<file path="src/rtl/ps2_rx_frame_if.sv">
// Receiver-to-consumer bundle for decoded PS/2 scancodes.
// The receiver drives it as master; downstream logic reads it as slave.
interface ps2_rx_frame_if;
  logic [7:0] scancode;
  logic       new_code;
  logic       parity_err;
  logic       frame_err;
  logic       busy;

  modport master (
    output scancode,
    output new_code,
    output parity_err,
    output frame_err,
    output busy
  );

  modport slave (
    input scancode,
    input new_code,
    input parity_err,
    input frame_err,
    input busy
  );
endinterface

</file>
<file path="src/rtl/ps2_rx_frame.sv">
// PS/2 device-to-host frame receiver: sync, glitch filter, 11-bit deframer.
// Delivers good bytes with a strobe and flags parity/framing/timeout faults.
module ps2_rx_frame #(
  parameter int FILTER_LEN     = 8,
  parameter int TIMEOUT_CYCLES = 100000
) (
  input  logic    clk,
  input  logic    rst_n,
  input  logic    ps2_clk,
  input  logic    ps2_data,
  ps2_rx_frame_if.master rx
);

  localparam int FW = $clog2(FILTER_LEN + 1);
  localparam int TW = $clog2(TIMEOUT_CYCLES + 1);

  typedef enum logic [1:0] {
    IDLE,
    DATA,
    PARITY,
    STOP
  } state_t;

  logic [1:0]    clk_sync;
  logic [1:0]    dat_sync;
  logic          fclk;
  logic          fclk_d;
  logic          fall;
  logic [FW-1:0] fcnt;

  state_t        state;
  logic [2:0]    bitcnt;
  logic [7:0]    sr;
  logic          par;
  logic [TW-1:0] wdog;
  logic [7:0]    scancode;
  logic          new_code;
  logic          parity_err;
  logic          frame_err;
  logic          busy;

  wire din = dat_sync[1];

  always_ff @(posedge clk or negedge rst_n) begin
    if (!rst_n) begin
      clk_sync <= 2'b11;
      dat_sync <= 2'b11;
    end else begin
      clk_sync <= {clk_sync[0], ps2_clk};
      dat_sync <= {dat_sync[0], ps2_data};
    end
  end

  // fclk follows the pin only after FILTER_LEN disagreeing samples in a row
  always_ff @(posedge clk or negedge rst_n) begin
    if (!rst_n) begin
      fclk   <= 1'b1;
      fclk_d <= 1'b1;
      fall   <= 1'b0;
      fcnt   <= '0;
    end else begin
      fclk_d <= fclk;
      fall   <= fclk_d & ~fclk;
      if (clk_sync[1] == fclk) begin
        fcnt <= '0;
      end else if (fcnt == FW'(FILTER_LEN - 1)) begin
        fclk <= clk_sync[1];
        fcnt <= '0;
      end else begin
        fcnt <= fcnt + 1'b1;
      end
    end
  end

  always_ff @(posedge clk or negedge rst_n) begin
    if (!rst_n) begin
      state      <= IDLE;
      bitcnt     <= '0;
      sr         <= '0;
      par        <= 1'b0;
      wdog       <= '0;
      scancode   <= '0;
      new_code   <= 1'b0;
      parity_err <= 1'b0;
      frame_err  <= 1'b0;
      busy       <= 1'b0;
    end else begin
      new_code   <= 1'b0;
      parity_err <= 1'b0;
      frame_err  <= 1'b0;
      if (fall) begin
        wdog <= '0;
        case (state)
          IDLE: begin
            if (!din) begin
              state  <= DATA;
              bitcnt <= '0;
              busy   <= 1'b1;
            end else begin
              frame_err <= 1'b1;
            end
          end
          DATA: begin
            sr     <= {din, sr[7:1]};
            bitcnt <= bitcnt + 1'b1;
            if (bitcnt == 3'd7) state <= PARITY;
          end
          PARITY: begin
            par   <= din;
            state <= STOP;
          end
          STOP: begin
            state <= IDLE;
            busy  <= 1'b0;
            if (!din) begin
              frame_err <= 1'b1;
            end else if (!(^{sr, par})) begin
              parity_err <= 1'b1;
            end else begin
              scancode <= sr;
              new_code <= 1'b1;
            end
          end
          default: state <= IDLE;
        endcase
      end else if (state != IDLE) begin
        // stalled frame: drop the partial byte
        if (wdog == TW'(TIMEOUT_CYCLES)) begin
          frame_err <= 1'b1;
          state     <= IDLE;
          busy      <= 1'b0;
          wdog      <= '0;
        end else begin
          wdog <= wdog + 1'b1;
        end
      end
    end
  end

  assign rx.scancode   = scancode;
  assign rx.new_code   = new_code;
  assign rx.parity_err = parity_err;
  assign rx.frame_err  = frame_err;
  assign rx.busy       = busy;

endmodule

</file>
<file path="src/flat_wrapper.sv">
// flat-port wrapper written by rule: the top's interface ports become plain ports
module ps2_rx_frame_flat 
#(
  parameter int FILTER_LEN     = 8,
  parameter int TIMEOUT_CYCLES = 100000
)
  (clk, rst_n, ps2_clk, ps2_data, rx_scancode, rx_new_code, rx_parity_err, rx_frame_err, rx_busy);
  ps2_rx_frame_if rx_i ();
  input  logic clk;
  input  logic rst_n;
  input  logic ps2_clk;
  input  logic ps2_data;
  output wire logic [$bits(rx_i.scancode)-1:0] rx_scancode;
  output wire logic [$bits(rx_i.new_code)-1:0] rx_new_code;
  output wire logic [$bits(rx_i.parity_err)-1:0] rx_parity_err;
  output wire logic [$bits(rx_i.frame_err)-1:0] rx_frame_err;
  output wire logic [$bits(rx_i.busy)-1:0] rx_busy;
  assign rx_scancode = rx_i.scancode;
  assign rx_new_code = rx_i.new_code;
  assign rx_parity_err = rx_i.parity_err;
  assign rx_frame_err = rx_i.frame_err;
  assign rx_busy = rx_i.busy;
  ps2_rx_frame #(.FILTER_LEN(FILTER_LEN), .TIMEOUT_CYCLES(TIMEOUT_CYCLES)) u_core (.clk(clk), .rst_n(rst_n), .ps2_clk(ps2_clk), .ps2_data(ps2_data), .rx(rx_i));
endmodule
</file>
<file path="config.mk">
export PLATFORM = sky130hd
export DESIGN_NAME = ps2_rx_frame_flat
export DESIGN_NICKNAME = d
export VERILOG_FILES = /design/src/rtl/ps2_rx_frame_if.sv /design/src/rtl/ps2_rx_frame.sv /design/src/flat_wrapper.sv
export SDC_FILE = /design/constraint.sdc
export NUM_CORES = 1
export LEC_CHECK = 0
export CORE_MARGIN = 2
export CORE_UTILIZATION = 45
export CTS_BUF_LIST = sky130_fd_sc_hd__clkbuf_8
export CTS_CLUSTER_SIZE = 10
export DETAILED_ROUTE_END_ITERATION = 6
export PLACE_DENSITY = 0.63
export RECOVER_POWER = 25
export SLEW_MARGIN = 20
export SYNTH_ARGS = -nofsm -noshare
export SYNTH_HDL_FRONTEND = slang
export SYNTH_SLANG_ARGS = --single-unit
</file>
<file path="constraint.sdc">
create_clock -name clk -period 3.23 [get_ports clk]
set_clock_uncertainty 0.15 [all_clocks]
set_input_delay 0.323 -clock clk [delete_from_list [all_inputs] [get_ports clk]]
set_output_delay 0.323 -clock clk [all_outputs]
set_load 0.01 [all_outputs]
</file>
==> metrics.csv, run 1 <==
metric;value;unit
Synth Instances;220;
vias in the first global route;1679;
Initial Util;0.461;
first-pass GRT wire length;7.85;mm
Seq cells post-synth;54;
Area Growth Syn to Fin;14.0;%
multi-input logic area;0.00111;mm2
setup TNS;0;ns
largest net degree at the start of global routing;23;
Max-slew headroom;0.177;
Total GRT Usage;0.162;
total number of yosys warnings;0;
Die ar.;0.00623;mm2
peak supply drop;342;uV
Yosys top cell area share;0.476;
initial antenna violation count;0;
fin. max-slew vios;0;
CP arrival;2.32;ns
WP data required;3.28;ns
met1 usage;0.227;
die span in y;78.9;um
EDFF count, synth;0;
final setup violation count;0;
RSZ-0062 raised after global routing;no;
port buffer count;15;
routability cong.;0.760;
fillers;495;
antenna viol nets, final;0;
ratio of cells with drive above 1 in the final layout;0.161;
grt met3 use;0.0432;
register area share after synthesis;0.538;
TritonRoute pass-1 iters;4;
CTS root buffer;clkbuf_8;
crit path time final;2.26;ns
Setup CP Type;register to register;
via/cell ratio;5.23;
Core ar.;0.00547;mm2
CTS Buffer Depth;2;
Lkg Pwr;1.28;nW
Critical Path End Type;register;
period utilization;0.701;
Synth async-reset ratio;1.00;
M2 GR Usage;0.241;
CP Cell Sequence;or4_1 -> nor4_4 -> a21o_2 -> nand2_1 -> a22o_1;
Worst-Margin Slew;1.23;ns
post-CTS sizing;0;
Post CTS Setup Buffer Count;0;
cts bufs inserted;5;
Register Area;0.00136;mm2
power per cell area;513;mW/mm2
ys flop type;dfrtp_1;
H-tree depth;2;
clock latency on the worst-skew pair;0.30;ns
CTS tree;built;
Fmax;442;MHz
Sink Count;54;
Max Cap Viol;0;
post-layout util;0.526;
dpl hpwl;3.07;mm
DRT iter0 DRCs;124;
Fin. Hold Viols;0;
slowest cell delay on critical path;0.56;ns
Nets;255;
DRC viols;0;
clk slew on worst S/H paths;0.10;ns
busiest grt layer;met2;
I/O pins;16;
Die Width;78.9;um
Hold WC Path Type;register to register;
area leader, netlist;dfrtp_1;
Syn Area/Cell;11.5;um2
top area cells in the synthesized netlist;dfrtp_1 48%, mux2_2 8.0%, dfstp_2 6.2%, ha_1 5.0%, xnor2_1 4.9%;
Diodes inserted;0;
routed wire length;4.33;mm
Post-Syn Area;0.00252;mm2
DR WL/cell;13.8;um
post-synthesis cell type count;38;
status;finished, final reports clean;
Critical Path Fanout Max;16;
via count;1642;
Crit-path slowest cell;or4_1;
net count after synthesis;234;
Worst setup SP type;register;
num rows;27;
total grt overflow;0;
-- cell usage in the layout, fill, tap and decap left out, types with 2 or more instances in the layout --
| cell | n |
|---|---|
| a22o_1 | 4 |
| nor2b_1 | 2 |
| clkdlybuf4s50_1 | 12 |
| dfstp_2 | 5 |
| inv_1 | 9 |
| nand2_1 | 16 |
| dfrtp_1 | 48 |
| nor3_1 | 4 |
| nand3_1 | 6 |
| o21ai_0 | 10 |
| nor2_1 | 22 |
| buf_4 | 2 |
| nand2b_1 | 3 |
| dlygate4sd3_1 | 3 |
| or4_1 | 2 |
| or3_1 | 3 |
| nand4_1 | 6 |
| xor2_1 | 6 |
| ha_1 | 10 |
| a21boi_0 | 2 |
| mux2_2 | 18 |
| mux2i_1 | 2 |
| clkinvlp_4 | 2 |
| clkbuf_8 | 5 |
| a21oi_1 | 7 |
| and2_1 | 2 |
| xnor2_1 | 14 |
-- cells in the mapped netlist, drive strengths merged (2+ instances only) --
library cell and number:
nand2b 3, nor4 2, mux2i 3, a22o 4, nand3 6, a21boi 2, nor2b 2, or4 2
mux2 18, xnor2 15, nand4 6, dfstp 6, clkbuf 3, nand2 16, and2 2, ha 10
nor2 22, inv 9, a21oi 7, or3 3, dfrtp 48, o21ai 10, nor3 4, xor2 6
-- cell type report --
class / instances / area share
clock buffer: 5 / 0.0239
clock inverter: 3 / 0.0156
inverter: 9 / 0.0117
multi-input combinational: 153 / 0.387
sequential: 54 / 0.472
tap: 72 / 0.0313
timing repair buffer: 18 / 0.0587
-- flip-flops by register name, summed over array words and instances (netlist names) --
name / flops
u_core.bitcnt: 3
u_core.fclk: 1
u_core.clk_sync: 2
u_core.state: 2
u_core.fcnt: 4
u_core.par: 1
u_core.wdog: 17
u_core.fall: 1
u_core.rx.scancode: 8
u_core.dat_sync: 2
u_core.rx.parity_err: 1
u_core.fclk_d: 1
u_core.sr: 8
u_core.rx.frame_err: 1
u_core.rx.new_code: 1
u_core.rx.busy: 1
-- critical path, delay by kind of cell, from the launching register on --
family	cells	cell delay, ns
DFF	1	0.43
AOI/OAI and AO/OA	2	0.56
and+or+nand+nor	3	1.00
-- stage by stage --
step                      instances  setup slack [ns]  hold WS (ns)  power (mW)  instance area, um2
after floorplan                 220              1.23        -0.123       0.963                2520
after global placement          305             0.954         0.165        1.04                2760
final                           314             0.965         0.210        1.48                2880
after global routing            314             0.737         0.216        1.57                2880
after CTS                       314             0.931         0.212        1.50                2880
after detailed placement        305             0.945         0.175        1.04                2760
-- power breakdown --
part / switching [mW] / internal, mW / total (mW)
Combinational: 0.120 / 0.100 / 0.220
Sequential: 0.0638 / 0.741 / 0.805
Clock: 0.220 / 0.231 / 0.451
-- path summary, 6_finish.rpt --
kind | startpoint | end | slack [ns] | cells past startpoint
setup / recovery | u_core.wdog[12] | u_core.rx.busy | 0.97 | 5
hold / removal | u_core.dat_sync[0] | u_core.dat_sync[1] | 0.21 | 0
setup reg to reg | u_core.wdog[12] | u_core.rx.busy | 0.97 | 5
hold reg to reg | u_core.dat_sync[0] | u_core.dat_sync[1] | 0.21 | 0
max in group asynchronous | rst_n | u_core.dat_sync[0] | 1.32 | 3
min in group asynchronous | rst_n | u_core.wdog[9] | 0.64 | 2
-- routing by layer --
layer	vias to the layer above	part of all wire	wire [um]
li1	802	-	-
met2	27	0.45	1960
met5	-	0	0
met3	8	0.039	168
met1	805	0.49	2130
met4	0	0.017	74
-- logic make-up (layout without fill, tap and decap cells) --
group | count (synthesis) | count (layout) | synth area share
AND/OR/NAND/NOR | 75 | 75 | 0.155
flip-flops | 54 | 54 | 0.538
AO/OA/AOI/OAI | 26 | 26 | 0.0639
XOR/XNOR | 21 | 21 | 0.0758
multiplexers | 21 | 21 | 0.0971
buffers and inverters | 13 | 35 | 0.0208
adder cells (fa/ha/maj) | 10 | 10 | 0.0496
-- repair_timing --
| item | CTS | global route |
|---|---|---|
| hold buffers | 1 | 0 |
| endpoints found under the setup margin | 0 | 0 |
| endpoints found under the hold margin | 16 | 0 |
Note: power is estimated with default switching activity, not from simulation.
==> run 2: changes to the inputs <==
--- a/config.mk
+++ b/config.mk
@@ -10,7 +10,7 @@
 export CTS_BUF_LIST = sky130_fd_sc_hd__clkbuf_8
 export CTS_CLUSTER_SIZE = 10
 export DETAILED_ROUTE_END_ITERATION = 6
-export PLACE_DENSITY = 0.63
+export PLACE_DENSITY = 0.66
 export RECOVER_POWER = 25
 export SLEW_MARGIN = 20
 export SYNTH_ARGS = -nofsm -noshare
==> constraint.sdc (replaced) <==
create_clock -name clk -period 2.05 [get_ports clk]
set_clock_uncertainty 0.15 [all_clocks]
set_input_delay 0.205 -clock clk [delete_from_list [all_inputs] [get_ports clk]]
set_output_delay 0.205 -clock clk [all_outputs]
set_load 0.01 [all_outputs]
==> run 2 against run 1 <==
- utilization grew 4.0 points
- critical path depth grew 1
- sequential power grew 57%
- largest cell class unchanged
- routed wire length shrank 0.18%
- final cell count grew 8.0%
- via count grew 6.0%
- first-iteration DRC count shrank 48%
- sequential cell count is the same
- sequential share of layout area shrank 3.4 points
- combinational power grew 100%
- count of clock-buffer cells in the layout is the same
- fmax grew 13%
==> metrics.csv, run 2 (synthesis results as in run 1) <==
metric;value;unit;change
first-pass GRT wire length;7.80;mm;was 7.85 mm
largest register by flop count;u_core.wdog;;unchanged
Critical Path Fanout Max;8;;was 16
DRT iter0 DRCs;64;;was 124
fillers;504;;was 495
TritonRoute pass-1 iters;4;;unchanged
total grt overflow;0;;unchanged
Worst Hold End;u_core.dat_sync[1];;unchanged
CTS root buffer;clkbuf_8;;unchanged
cts bufs inserted;5;;unchanged
part of the power in combinational logic;0.193;;was 0.149
sequential power share;0.545;;about the same
routability cong.;0.799;;was 0.760
Worst setup SP type;register;;unchanged
most frequent cells in the layout;48 x dfrtp_1, 24 x buf_4, 22 x nor2_1, 16 x nand2_1, 15 x mux2_2;;was 48 x dfrtp_1, 22 x nor2_1, 18 x mux2_2, 16 x nand2_1, 14 x xnor2_1
routed wire length;4.32;mm;was 4.33 mm
peak supply drop;437;uV;was 342 uV
Hold WC Path Type;register to register;;unchanged
DR WL/cell;12.8;um;was 13.8 um
switching share of power;0.289;;was 0.274
largest net degree at the start of global routing;28;;was 23
port buffer count;15;;unchanged
fin. max-slew vios;0;;unchanged
Fmax;498;MHz;was 442 MHz
H-tree depth;2;;unchanged
Worst-Margin Slew;0.965;ns;was 1.23 ns
CTS tree;built;;unchanged
CP startpoint;u_core.sr[2];;was u_core.wdog[12]
RSZ-0062 raised after global routing;yes;;was no
Die ar.;0.00623;mm2;unchanged
via/cell ratio;5.13;;was 5.23
I/O pins;16;;unchanged
P_sw;669;uW;was 404 uW
capture point of the worst reg-to-reg path;u_core.rx.scancode[2];;was u_core.rx.busy
Area Growth Syn to Fin;22.7;%;was 14.0%
Diodes inserted;0;;unchanged
number of cells on the worst reg-to-reg path;6;;was 5
reg2reg setup slack;0.04;ns;was 0.97 ns
Post-Layout Cell Count;339;;was 314
Core ar.;0.00547;mm2;unchanged
post-layout util;0.566;;was 0.526
Setup CP Type;register to register;;unchanged
initial antenna violation count;0;;unchanged
Die Width;78.9;um;unchanged
WP data required;2.10;ns;was 3.28 ns
antenna viol nets, final;0;;unchanged
commonest non-fill, non-tap cell in the layout;dfrtp_1;;unchanged
Int Pwr;1.64;mW;was 1.07 mW
clock power share;0.262;;was 0.305
Largest regs;u_core.wdog: 17 flops, u_core.rx.scancode: 8 flops, u_core.sr: 8 flops;;unchanged
Total GRT Usage;0.159;;was 0.162
final setup violation count;0;;unchanged
via count;1740;;was 1642
dpl cells;327;;was 305
status;finished, final reports clean;;unchanged
Lkg Pwr;1.42;nW;was 1.28 nW
clock latency on the worst-skew pair;0.30;ns;about the same
worst hold path cell count;0;;unchanged
power per cell area;746;mW/mm2;was 513 mW/mm2
Min Hold Slack;0.211;ns;was 0.210 ns
worst hold start;u_core.dat_sync[0];;unchanged
crit path time final;2.01;ns;was 2.26 ns
clk slew on worst S/H paths;0.10;ns;about the same
Initial Util;0.461;;unchanged
Largest register FFs;17;;unchanged
num rows;27;;unchanged
Max-slew headroom;0.357;;was 0.177
Fin. Hold Viols;0;;unchanged
Max Cap Viol;0;;unchanged
Sink Count;54;;unchanged
DRC viols;0;;unchanged
ratio of cells with drive above 1 in the final layout;0.247;;was 0.161
die span in y;78.9;um;unchanged
period utilization;0.980;;was 0.701
dpl hpwl;3.17;mm;was 3.07 mm
worst r2r src;u_core.sr[2];;was u_core.wdog[12]
CTS Buffer Depth;2;;unchanged
Nets;280;;was 255
Critical Path End Type;register;;unchanged
Design Power;2.31;mW;was 1.48 mW
CP arrival;2.06;ns;was 2.32 ns
vias in the first global route;1668;;was 1679
-- run 2: cell types whose count changed in the layout (fill, tap and decap cells not counted) --
cell | before | now
clkinv_2 | 0 | 1
mux2_2 | 18 | 15
dfstp_1 | 1 | 0
bufinv_16 | 1 | 0
buf_4 | 2 | 24
o21ai_1 | 0 | 1
clkinvlp_4 | 2 | 0
o21ai_0 | 10 | 9
nor4b_2 | 0 | 1
mux2_4 | 0 | 3
buf_12 | 0 | 3
inv_6 | 0 | 2
dfstp_2 | 5 | 6
nor4b_1 | 1 | 0
-- run 2: per-layer routing --
metal  part of all wire  vias up  GRT usage
met2               0.45       34      0.247
li1                   -      850          -
met1               0.50      849      0.220
met4              0.015        0     0.0569
met5                  0        -          0
met3              0.033        7     0.0352
-- run 2: power groups by stage --
stage          Combinational (mW)  Clock [mW]  Sequential (mW)
6_report                    0.446       0.607             1.26
2_1_floorplan               0.257           0             1.26
3_5_place_dp                0.446           0             1.28
4_1_cts                     0.452       0.627             1.26
3_3_place_gp                0.436           0             1.28
5_1_grt                     0.497       0.673             1.28
-- run 2: critical path, stage by stage (launching register included) --
cell     delay [ns]
dfrtp_1        0.41
xnor2_1        0.14
xnor2_1        0.25
xnor2_2        0.19
mux2i_4        0.29
buf_12         0.15
mux2_2         0.33
-- run 2: final cells by class --
type	count	area [um2]	area share
clock inverters	3	22.5	0.00727
well taps	72	90.1	0.0291
inverters	9	33.8	0.0109
multi-input cells	153	1130	0.365
clock buffers	5	68.8	0.0222
repair buffers	43	394	0.127
flip-flops and latches	54	1360	0.438
-- run 2: worst max-delay path by stage --
stage                            endpoint  slack, ns  cells past startpoint
floorplan           u_core.rx.scancode[0]       0.05                      5
global placement    u_core.rx.scancode[6]       0.03                      5
detailed placement  u_core.rx.scancode[0]     -0.006                      5
CTS                 u_core.rx.scancode[0]     -0.006                      5
global route        u_core.rx.scancode[6]      -0.06                      6
finish              u_core.rx.scancode[2]       0.04                      6
-- run 2: per-stage QoR --
step | setup TNS (ns) | area [um2] | worst slack (ns)
6_report | 0 | 3100 | 0.0415
4_1_cts | -0.00614 | 3050 | -0.00611
3_5_place_dp | -0.00583 | 2950 | -0.00583
3_3_place_gp | 0 | 2950 | 0.0310
5_1_grt | -0.273 | 3100 | -0.0560
2_1_floorplan | 0 | 2520 | 0.0502
-- run 2: what timing repair did --
action	4_1_cts	5_1_grt
buffers inserted	0	3
endpoints found under the setup margin	7	12
hold endpoints to repair	15	0
gates cloned	0	0
hold buffers	1	0
gates resized for setup	0	5
pin swaps	4	5
==> run 3: changes to the inputs <==
--- a/config.mk
+++ b/config.mk
@@ -10,7 +10,7 @@
 export CTS_BUF_LIST = sky130_fd_sc_hd__clkbuf_8
 export CTS_CLUSTER_SIZE = 10
 export DETAILED_ROUTE_END_ITERATION = 6
-export PLACE_DENSITY = 0.66
+export PLACE_DENSITY = 0.63
 export RECOVER_POWER = 25
 export SLEW_MARGIN = 20
 export SYNTH_ARGS = -nofsm -noshare
==> constraint.sdc (replaced) <==
create_clock -name clk -period 2.3 [get_ports clk]
set_clock_uncertainty 0.15 [all_clocks]
set_input_delay 0.23 -clock clk [delete_from_list [all_inputs] [get_ports clk]]
set_output_delay 0.23 -clock clk [all_outputs]
set_load 0.01 [all_outputs]
==> run 3 against run 2 <==
- fmax is 6.0% lower
- clock power is 11% lower
- sequential power is 10% lower
- critical path type unchanged
- largest cell class unchanged
==> metrics.csv, run 3 (synthesis results as in run 1) <==
metric;value;unit;change
status;finished, final reports clean;;unchanged
vias in the first global route;1580;;was 1668
routability cong.;0.764;;was 0.799
Max Cap Viol;0;;unchanged
crit path time final;2.14;ns;was 2.01 ns
initial antenna violation count;0;;unchanged
Setup CP Type;register to register;;unchanged
power per cell area;694;mW/mm2;was 746 mW/mm2
fillers;516;;was 504
Sink Count;54;;unchanged
num rows;27;;unchanged
Fin. Hold Viols;0;;unchanged
CTS tree;built;;unchanged
port buffer count;15;;unchanged
die span in y;78.9;um;unchanged
Area Growth Syn to Fin;15.3;%;was 22.7%
Register Area;0.00136;mm2;unchanged
via/cell ratio;5.06;;was 5.13
cts bufs inserted;5;;unchanged
CP arrival;2.19;ns;was 2.06 ns
Total GRT Usage;0.151;;was 0.159
dpl hpwl;2.89;mm;was 3.17 mm
Critical Path End Type;register;;unchanged
H-tree depth;2;;unchanged
post-CTS sizing;0;;unchanged
Min Hold Slack;0.210;ns;was 0.211 ns
clk slew on worst S/H paths;0.10;ns;about the same
multi-input logic area;0.00111;mm2;was 0.00113 mm2
Nets;261;;was 280
clock latency on the worst-skew pair;0.31;ns;was 0.30 ns
setup TNS;0;ns;unchanged
Critical Path Fanout Max;8;;unchanged
DRT iter0 DRCs;85;;was 64
Post-Layout Cell Count;320;;was 339
CTS Buffer Depth;2;;unchanged
CTS root buffer;clkbuf_8;;unchanged
largest register by flop count;u_core.wdog;;unchanged
Core ar.;0.00547;mm2;unchanged
Lkg Pwr;1.31;nW;was 1.42 nW
period utilization;0.929;;was 0.980
ratio of cells with drive above 1 in the final layout;0.177;;was 0.247
Worst-Margin Slew;0.990;ns;was 0.965 ns
RSZ-0062 raised after global routing;no;;was yes
Max-slew headroom;0.340;;was 0.357
dpl cells;311;;was 327
final setup violation count;0;;unchanged
WP data required;2.35;ns;was 2.10 ns
largest net degree at the start of global routing;21;;was 28
TritonRoute pass-1 iters;4;;unchanged
most frequent cells in the layout;48 x dfrtp_1, 22 x nor2_1, 18 x mux2_2, 16 x nand2_1, 14 x xnor2_1;;was 48 x dfrtp_1, 24 x buf_4, 22 x nor2_1, 16 x nand2_1, 15 x mux2_2
first-pass GRT wire length;7.30;mm;was 7.80 mm
commonest non-fill, non-tap cell in the layout;dfrtp_1;;unchanged
Die Width;78.9;um;unchanged
routed wire length;3.97;mm;was 4.32 mm
total grt overflow;0;;unchanged
Post CTS Setup Buffer Count;0;;unchanged
Largest regs;u_core.wdog: 17 flops, u_core.rx.scancode: 8 flops, u_core.sr: 8 flops;;unchanged
DRC viols;0;;unchanged
I/O pins;16;;unchanged
via count;1619;;was 1740
fin. max-slew vios;0;;unchanged
Fmax;468;MHz;was 498 MHz
Die ar.;0.00623;mm2;unchanged
Initial Util;0.461;;unchanged
DR WL/cell;12.4;um;was 12.8 um
Worst setup SP type;register;;unchanged
Diodes inserted;0;;unchanged
antenna viol nets, final;0;;unchanged
Largest register FFs;17;;unchanged
Hold WC Path Type;register to register;;unchanged
peak supply drop;393;uV;was 437 uV
==> run 3: cell types whose count changed in the layout (fill, tap and decap cells not counted), sizes merged <==
cell,previous run,this run
inv,11,12
clkinv,1,0
buf,27,7
clkbuf,6,7
==> run 3: power breakdown <==
part | internal, mW | switching (mW) | total, mW
clock | 0.219 | 0.318 | 0.538
combinational | 0.184 | 0.172 | 0.356
sequential | 1.04 | 0.0849 | 1.13
total | 1.44 | 0.575 | 2.02
==> run 3: layout make-up <==
cell class,count,share of cell area
Clock buffer,5,0.0236
Clock inverter,3,0.00731
Inverter,9,0.0116
Multi-Input combinational cell,153,0.383
Sequential cell,54,0.467
Tap cell,72,0.0310
Timing Repair Buffer,24,0.0770
==> run 3: path summary, 6_finish.rpt <==
kind                               startpoint                     to  slack, ns  cells after the start
setup / recovery                 u_core.sr[2]  u_core.rx.scancode[5]       0.16                      5
hold / removal             u_core.dat_sync[0]     u_core.dat_sync[1]       0.21                      0
setup reg to reg                 u_core.sr[2]  u_core.rx.scancode[5]       0.16                      5
hold reg to reg            u_core.dat_sync[0]     u_core.dat_sync[1]       0.21                      0
max in group asynchronous               rst_n           u_core.sr[6]       0.61                      3
min in group asynchronous               rst_n        u_core.wdog[10]       0.44                      2
==> run 3: per-stage QoR <==
stage	cell area (um2)	power, mW	setup WS (ns)	utilization
after floorplan	2520	1.35	0.300	-
after global placement	2810	1.51	0.144	0.514
after detailed placement	2810	1.51	0.110	0.514
after CTS	2910	2.06	0.105	0.532
after global routing	2910	2.15	0.0138	0.532
final	2910	2.02	0.163	0.532
==> run 3: timing repair <==
item	in CTS	in global routing
hold buffers	1	0
endpoints found under the hold margin	17	0
setup endpoints to repair	0	6
==> run 3: per-layer routing <==
layer  track usage  vias to the layer above  part of all wire
li1              -                      816                 -
met1         0.211                      778              0.50
met2         0.226                       20              0.46
met3        0.0375                        5             0.027
met4        0.0621                        0             0.013
met5             0                        -                 0
==> run 3: critical path, stage by stage, from the launching register on <==
cell     delay, ns
dfrtp_1       0.42
xnor2_1       0.22
xnor2_1       0.14
xnor2_2       0.29
mux2i_4       0.44
mux2_2        0.38
